File: config.mk
export PLATFORM = sky130hd
export DESIGN_NAME = stlatch_bank
export DESIGN_NICKNAME = d
export VERILOG_FILES = /design/src/rtl/stlatch_pkg.sv /design/src/rtl/stlatch_chan.sv /design/src/rtl/stlatch_bank.sv
export SDC_FILE = /design/constraint.sdc
export NUM_CORES = 1
export LEC_CHECK = 0
export ABC_AREA = 0
export CAP_MARGIN = 20
export CORE_MARGIN = 5
export CORE_UTILIZATION = 41
export DETAILED_ROUTE_END_ITERATION = 10
export PLACE_DENSITY = 0.9
export SLEW_MARGIN = 40
export SYNTH_ARGS = -nofsm -noshare
export SYNTH_HDL_FRONTEND = slang
export SYNTH_HIERARCHICAL = 1
export SYNTH_SLANG_ARGS = --single-unit
File: constraint.sdc
create_clock -name clock -period 3.5 [get_ports clock]
set_input_delay 0.525 -clock clock [delete_from_list [all_inputs] [get_ports clock]]
set_output_delay 0.525 -clock clock [all_outputs]
set_load 0.02 [all_outputs]
File: src/rtl/stlatch_pkg.sv
// -----------------------------------------------------------------------------
// stlatch_pkg
// Shared definitions for the ST-chip latch bank: per-channel mode encoding.
// Ports: none (package).
// -----------------------------------------------------------------------------
package stlatch_pkg;

   localparam logic [1:0] MODE_TRANSPARENT = 2'b00;
   localparam logic [1:0] MODE_RISE        = 2'b01;
   localparam logic [1:0] MODE_FALL        = 2'b10;
   localparam logic [1:0] MODE_FROZEN      = 2'b11;

endpackage

File: src/rtl/stlatch_chan.sv
// -----------------------------------------------------------------------------
// stlatch_chan
// One latch channel modelled inside the synchronous clock domain. The output
// is combinational so that transparent and edge-cycle paths have zero latency;
// the stored value is the output sampled at each clock edge.
// Ports:
//   clock   - system clock
//   reset   - asynchronous, active-high clear of all channel state
//   s, r    - set / reset (r has priority), valid in every mode
//   g       - gate
//   mode    - 00 transparent, 01 rising capture, 10 falling capture, 11 frozen
//   d       - data in
//   q       - latch output
//   changed - one-cycle pulse after the stored value changes
// -----------------------------------------------------------------------------
module stlatch_chan
   import stlatch_pkg::*;
#(
   parameter int               WIDTH     = 1,
   parameter logic [WIDTH-1:0] SET_VAL   = WIDTH'(1),
   parameter logic [WIDTH-1:0] RESET_VAL = '0
) (
   input  logic             clock,
   input  logic             reset,
   input  logic             s,
   input  logic             r,
   input  logic             g,
   input  logic [1:0]       mode,
   input  logic [WIDTH-1:0] d,
   output logic [WIDTH-1:0] q,
   output logic             changed
);

   logic [WIDTH-1:0] hold;
   logic             g_prev;
   logic             rise_edge;
   logic             fall_edge;

   // Edge windows last only the cycle where g differs from its last sample.
   assign rise_edge = g & ~g_prev;
   assign fall_edge = ~g & g_prev;

   always_comb begin
      q = hold;
      if (reset) begin
         q = RESET_VAL;
      end else if (r) begin
         q = RESET_VAL;
      end else if (s) begin
         q = SET_VAL;
      end else begin
         case (mode)
            MODE_TRANSPARENT: q = g ? d : hold;
            MODE_RISE:        q = rise_edge ? d : hold;
            MODE_FALL:        q = fall_edge ? d : hold;
            MODE_FROZEN:      q = hold;
         endcase
      end
   end

   // g_prev tracks the gate in every mode so switching mode never sees a
   // stale edge; a capture lost to s/r is therefore not retried.
   always_ff @(posedge clock or posedge reset) begin
      if (reset) begin
         hold    <= RESET_VAL;
         g_prev  <= 1'b0;
         changed <= 1'b0;
      end else begin
         hold    <= q;
         g_prev  <= g;
         changed <= (q != hold);
      end
   end

endmodule

File: src/rtl/stlatch_bank.sv
// -----------------------------------------------------------------------------
// stlatch_bank
// CHANNELS independent latch channels of WIDTH bits each. This level only
// slices the packed buses onto the per-channel instances.
// Ports:
//   clock   - system clock
//   reset   - asynchronous, active-high clear of every channel
//   s, r, g - per-channel set, reset, gate (bit i -> channel i)
//   mode    - per-channel mode, channel i uses [2i+1:2i]
//   d, q    - per-channel data in / out, channel i uses [WIDTH*i +: WIDTH]
//   changed - per-channel change pulse
// -----------------------------------------------------------------------------
module stlatch_bank
   import stlatch_pkg::*;
#(
   parameter int               WIDTH     = 1,
   parameter int               CHANNELS  = 4,
   parameter logic [WIDTH-1:0] SET_VAL   = WIDTH'(1),
   parameter logic [WIDTH-1:0] RESET_VAL = '0
) (
   input  logic                      clock,
   input  logic                      reset,
   input  logic [CHANNELS-1:0]       s,
   input  logic [CHANNELS-1:0]       r,
   input  logic [CHANNELS-1:0]       g,
   input  logic [2*CHANNELS-1:0]     mode,
   input  logic [CHANNELS*WIDTH-1:0] d,
   output logic [CHANNELS*WIDTH-1:0] q,
   output logic [CHANNELS-1:0]       changed
);

   for (genvar i = 0; i < CHANNELS; i++) begin : g_chan
      stlatch_chan #(
         .WIDTH     (WIDTH),
         .SET_VAL   (SET_VAL),
         .RESET_VAL (RESET_VAL)
      ) u_chan (
         .clock   (clock),
         .reset   (reset),
         .s       (s[i]),
         .r       (r[i]),
         .g       (g[i]),
         .mode    (mode[2*i +: 2]),
         .d       (d[WIDTH*i +: WIDTH]),
         .q       (q[WIDTH*i +: WIDTH]),
         .changed (changed[i])
      );
   end

endmodule

==> results.md <==
* Outcome: finished clean
* Final Hold Viols at 0
* Synth-to-layout area growth at 56.9%
* # DRC at 0
* Root buffer cell: clkbuf_4
* Min Tclk post-route at 3240 ps
* Ports at 34
* Post-CTS Setup Bufs at 0
* ANT nets after route at 0
* Hold EP: g_chan[0].u_chan/changed
* Fmax at 309 MHz
* Max-Cap Viols at 0
* Hold slack at 546 ps
* Starting Density at 43.5%
* Setup CP Type: input port to output pin
* Vias at 653
* Yosys Warn Count at 6
* Clk Latency, worst-skew pair at 270 ps
* Routed WL at 1680 um
* Worst Hold Class: flop to flop
* Area of the die at 2500 um2
* Setup violations, final at 0
* Port Buf Inserts at 33
* Layout cells sized above 1 at 6.73%
* Crit path max fanout at 4
* CORE AREA at 1510 um2
* FF-to-FF setup slack at slightly below 2000 ps
* CP endpoint kind: output pin
* Gpl congestion at ~0.67
* Worst Hold Path Cells at 1
* Reg2Reg Depth at 4
* Number of diodes at 0
* First-pass GRT wire length at roughly 2800 um
* Overall routing resource usage at 14.6%
* Critical Path Source Type: input port
* Avg Cell Area, Syn at between 9 and 10 um2
* Syn Inst Count at a little under 70
* Reg-to-Reg End: g_chan[0].u_chan/hold
* Clk pin slew, worst setup/hold paths at ~70 ps
* RSZ-0062 raised after global routing: false
* RR Startpoint: g_chan[0].u_chan/g_prev
* H-tree depth at 1
* Die Span Y at 50.0 um
* GRT overflow at 0
* Crit-path cells: clkdlybuf4s50_1, nor4bb_1, a31oi_2, nor3_1, a2111oi_1, clkdlybuf4s50_1
* Avg WL per Cell at 14.0 um
* Mapped Area at 656 um2
* Skew final at 6.29 ps
* Count of cell types in the netlist at 11
* Nets at 132
* Largest net degree at the start of global routing at 17
* Cts hold-fix bufs at 0
* Initial drt markers at 4
* Fin util at roughly two thirds
* Slowest-stage cell, CP: clkdlybuf4s50_1
* Buf/Inv on CP at 2
* Die Width at 50.0 um
* Detailed Place HPWL at 1420 um
* Placed Cells at 117
* Post-synthesis sequential area ratio at 45.8%
* Post-synth net total at 94
* Vias in the first global route at roughly 650
* CP peak stage delay at 710 ps
* Slew at the pin with the worst max-slew slack at 543 ps
* Setup TNS at 0 ps
* Final std cells w/o fill at 120
* Worst EP required at approximately 3000 ps
* Hold path start: g_chan[0].u_chan/hold
* Peak VDD IR at 142 uV
* Clk sinks at 12
* Power Dens Cells at 316 nW/um2
* Leakage at between 0.0004 and 0.0005 uW
* Initial antenna violation count at 0
* Crit share post-route at 92.6%
* Drt first pass iters at 3
* Crit path top cell by count: clkdlybuf4s50_1
* Register bit total from synthesis at 12
* Clock buffer depth at 2
* CTS tree: yes
* Crit path DAT at 2720 ps
* Post-CTS resize count at 0
* Via/cell ratio at ~5.4
* Max-slew violations at 0
* CTS buffer count at 3
* Num rows at 14
* Family with the most delay on the worst path: buffers and inverters
* Slew HR at 63.7%
==> cell families (layout without fill, tap and decap cells) <==
group / count (synthesis) / in the layout / share of synthesized area (%)
buffers and inverters: 12 / 48 / 6.87
flip-flops: 12 / 12 / 45.8
AND/OR/NAND/NOR: 24 / 24 / 19.1
AO/OA/AOI/OAI: 20 / 20 / 28.2
==> state kept, by name, indices dropped and copies added (netlist names) <==
| name | count |
|---|---|
| g_chan.u_chan/changed | 4 |
| g_chan.u_chan/g_prev | 4 |
| g_chan.u_chan/hold | 4 |
==> stage by stage <==
step	total power (uW)	cell area [um2]	setup WS (ps)
after floorplan	190	656	1130
after global placement	242	1010	364
after detailed placement	245	1010	220
after CTS	328	1030	222
after global routing	348	1030	110
final	325	1030	259
==> cells in the final DEF, fill, tap and decap left out <==
| cell | instances |
|---|---|
| nor4bb_1 | 4 |
| clkdlybuf4s50_1 | 33 |
| a22o_1 | 4 |
| dfrtp_1 | 12 |
| inv_1 | 12 |
| o31ai_1 | 4 |
| a31oi_2 | 4 |
| clkbuf_4 | 3 |
| nor2_1 | 8 |
| o21bai_1 | 4 |
| a2111oi_1 | 4 |
| nor3_1 | 8 |
| nand2_1 | 4 |
==> final cells by class <==
cell class,count,area (um2)
Multi-Input combinational cell,44,310
Inverter,12,45.0
Timing Repair Buffer,33,330
Clock buffer,3,22.5
Sequential cell,12,300
Fill cell,127,478
Tap cell,16,20.0
==> synth_stat cells <==
cell,n,area (um2)
inv_1,12,45.0
nand2_1,4,15.0
a22o_1,4,35.0
dfrtp_1,12,300
a2111oi_1,4,40.0
o31ai_1,4,30.0
nor2_1,8,30.0
nor3_1,8,40.0
o21bai_1,4,30.0
nor4bb_1,4,40.0
a31oi_2,4,50.1
==> worst max-delay path by stage <==
| stage | from | to | slack (ps) | depth (start not counted) |
|---|---|---|---|---|
| 5_1_grt | g[0] | q[0] | 110 | 5 |
| 3_5_place_dp | g[0] | q[0] | 220 | 6 |
| 4_1_cts | g[0] | q[0] | 220 | 6 |
| 2_1_floorplan | g[0] | q[0] | 1130 | 3 |
| 3_3_place_gp | g[0] | q[0] | 360 | 5 |
| 6_report | g[0] | q[0] | 260 | 6 |
==> where the power goes <==
group	internal [uW]	total, uW	switching (uW)
clock network	39.8	82.5	42.8
registers	148	152	4.54
logic	50.3	90.1	39.8
==> routing by layer <==
| layer | vias to the layer above | GRT usage [%] | share of wire, % |
|---|---|---|---|
| met4 | 0 | 6.55 | 0.89 |
| li1 | 329 | - | - |
| met3 | 2 | 6.33 | 7.8 |
| met5 | - | 0 | 0 |
| met2 | 25 | 23.2 | 48 |
| met1 | 297 | 16.7 | 43 |
(Power assumes the default switching activity.)
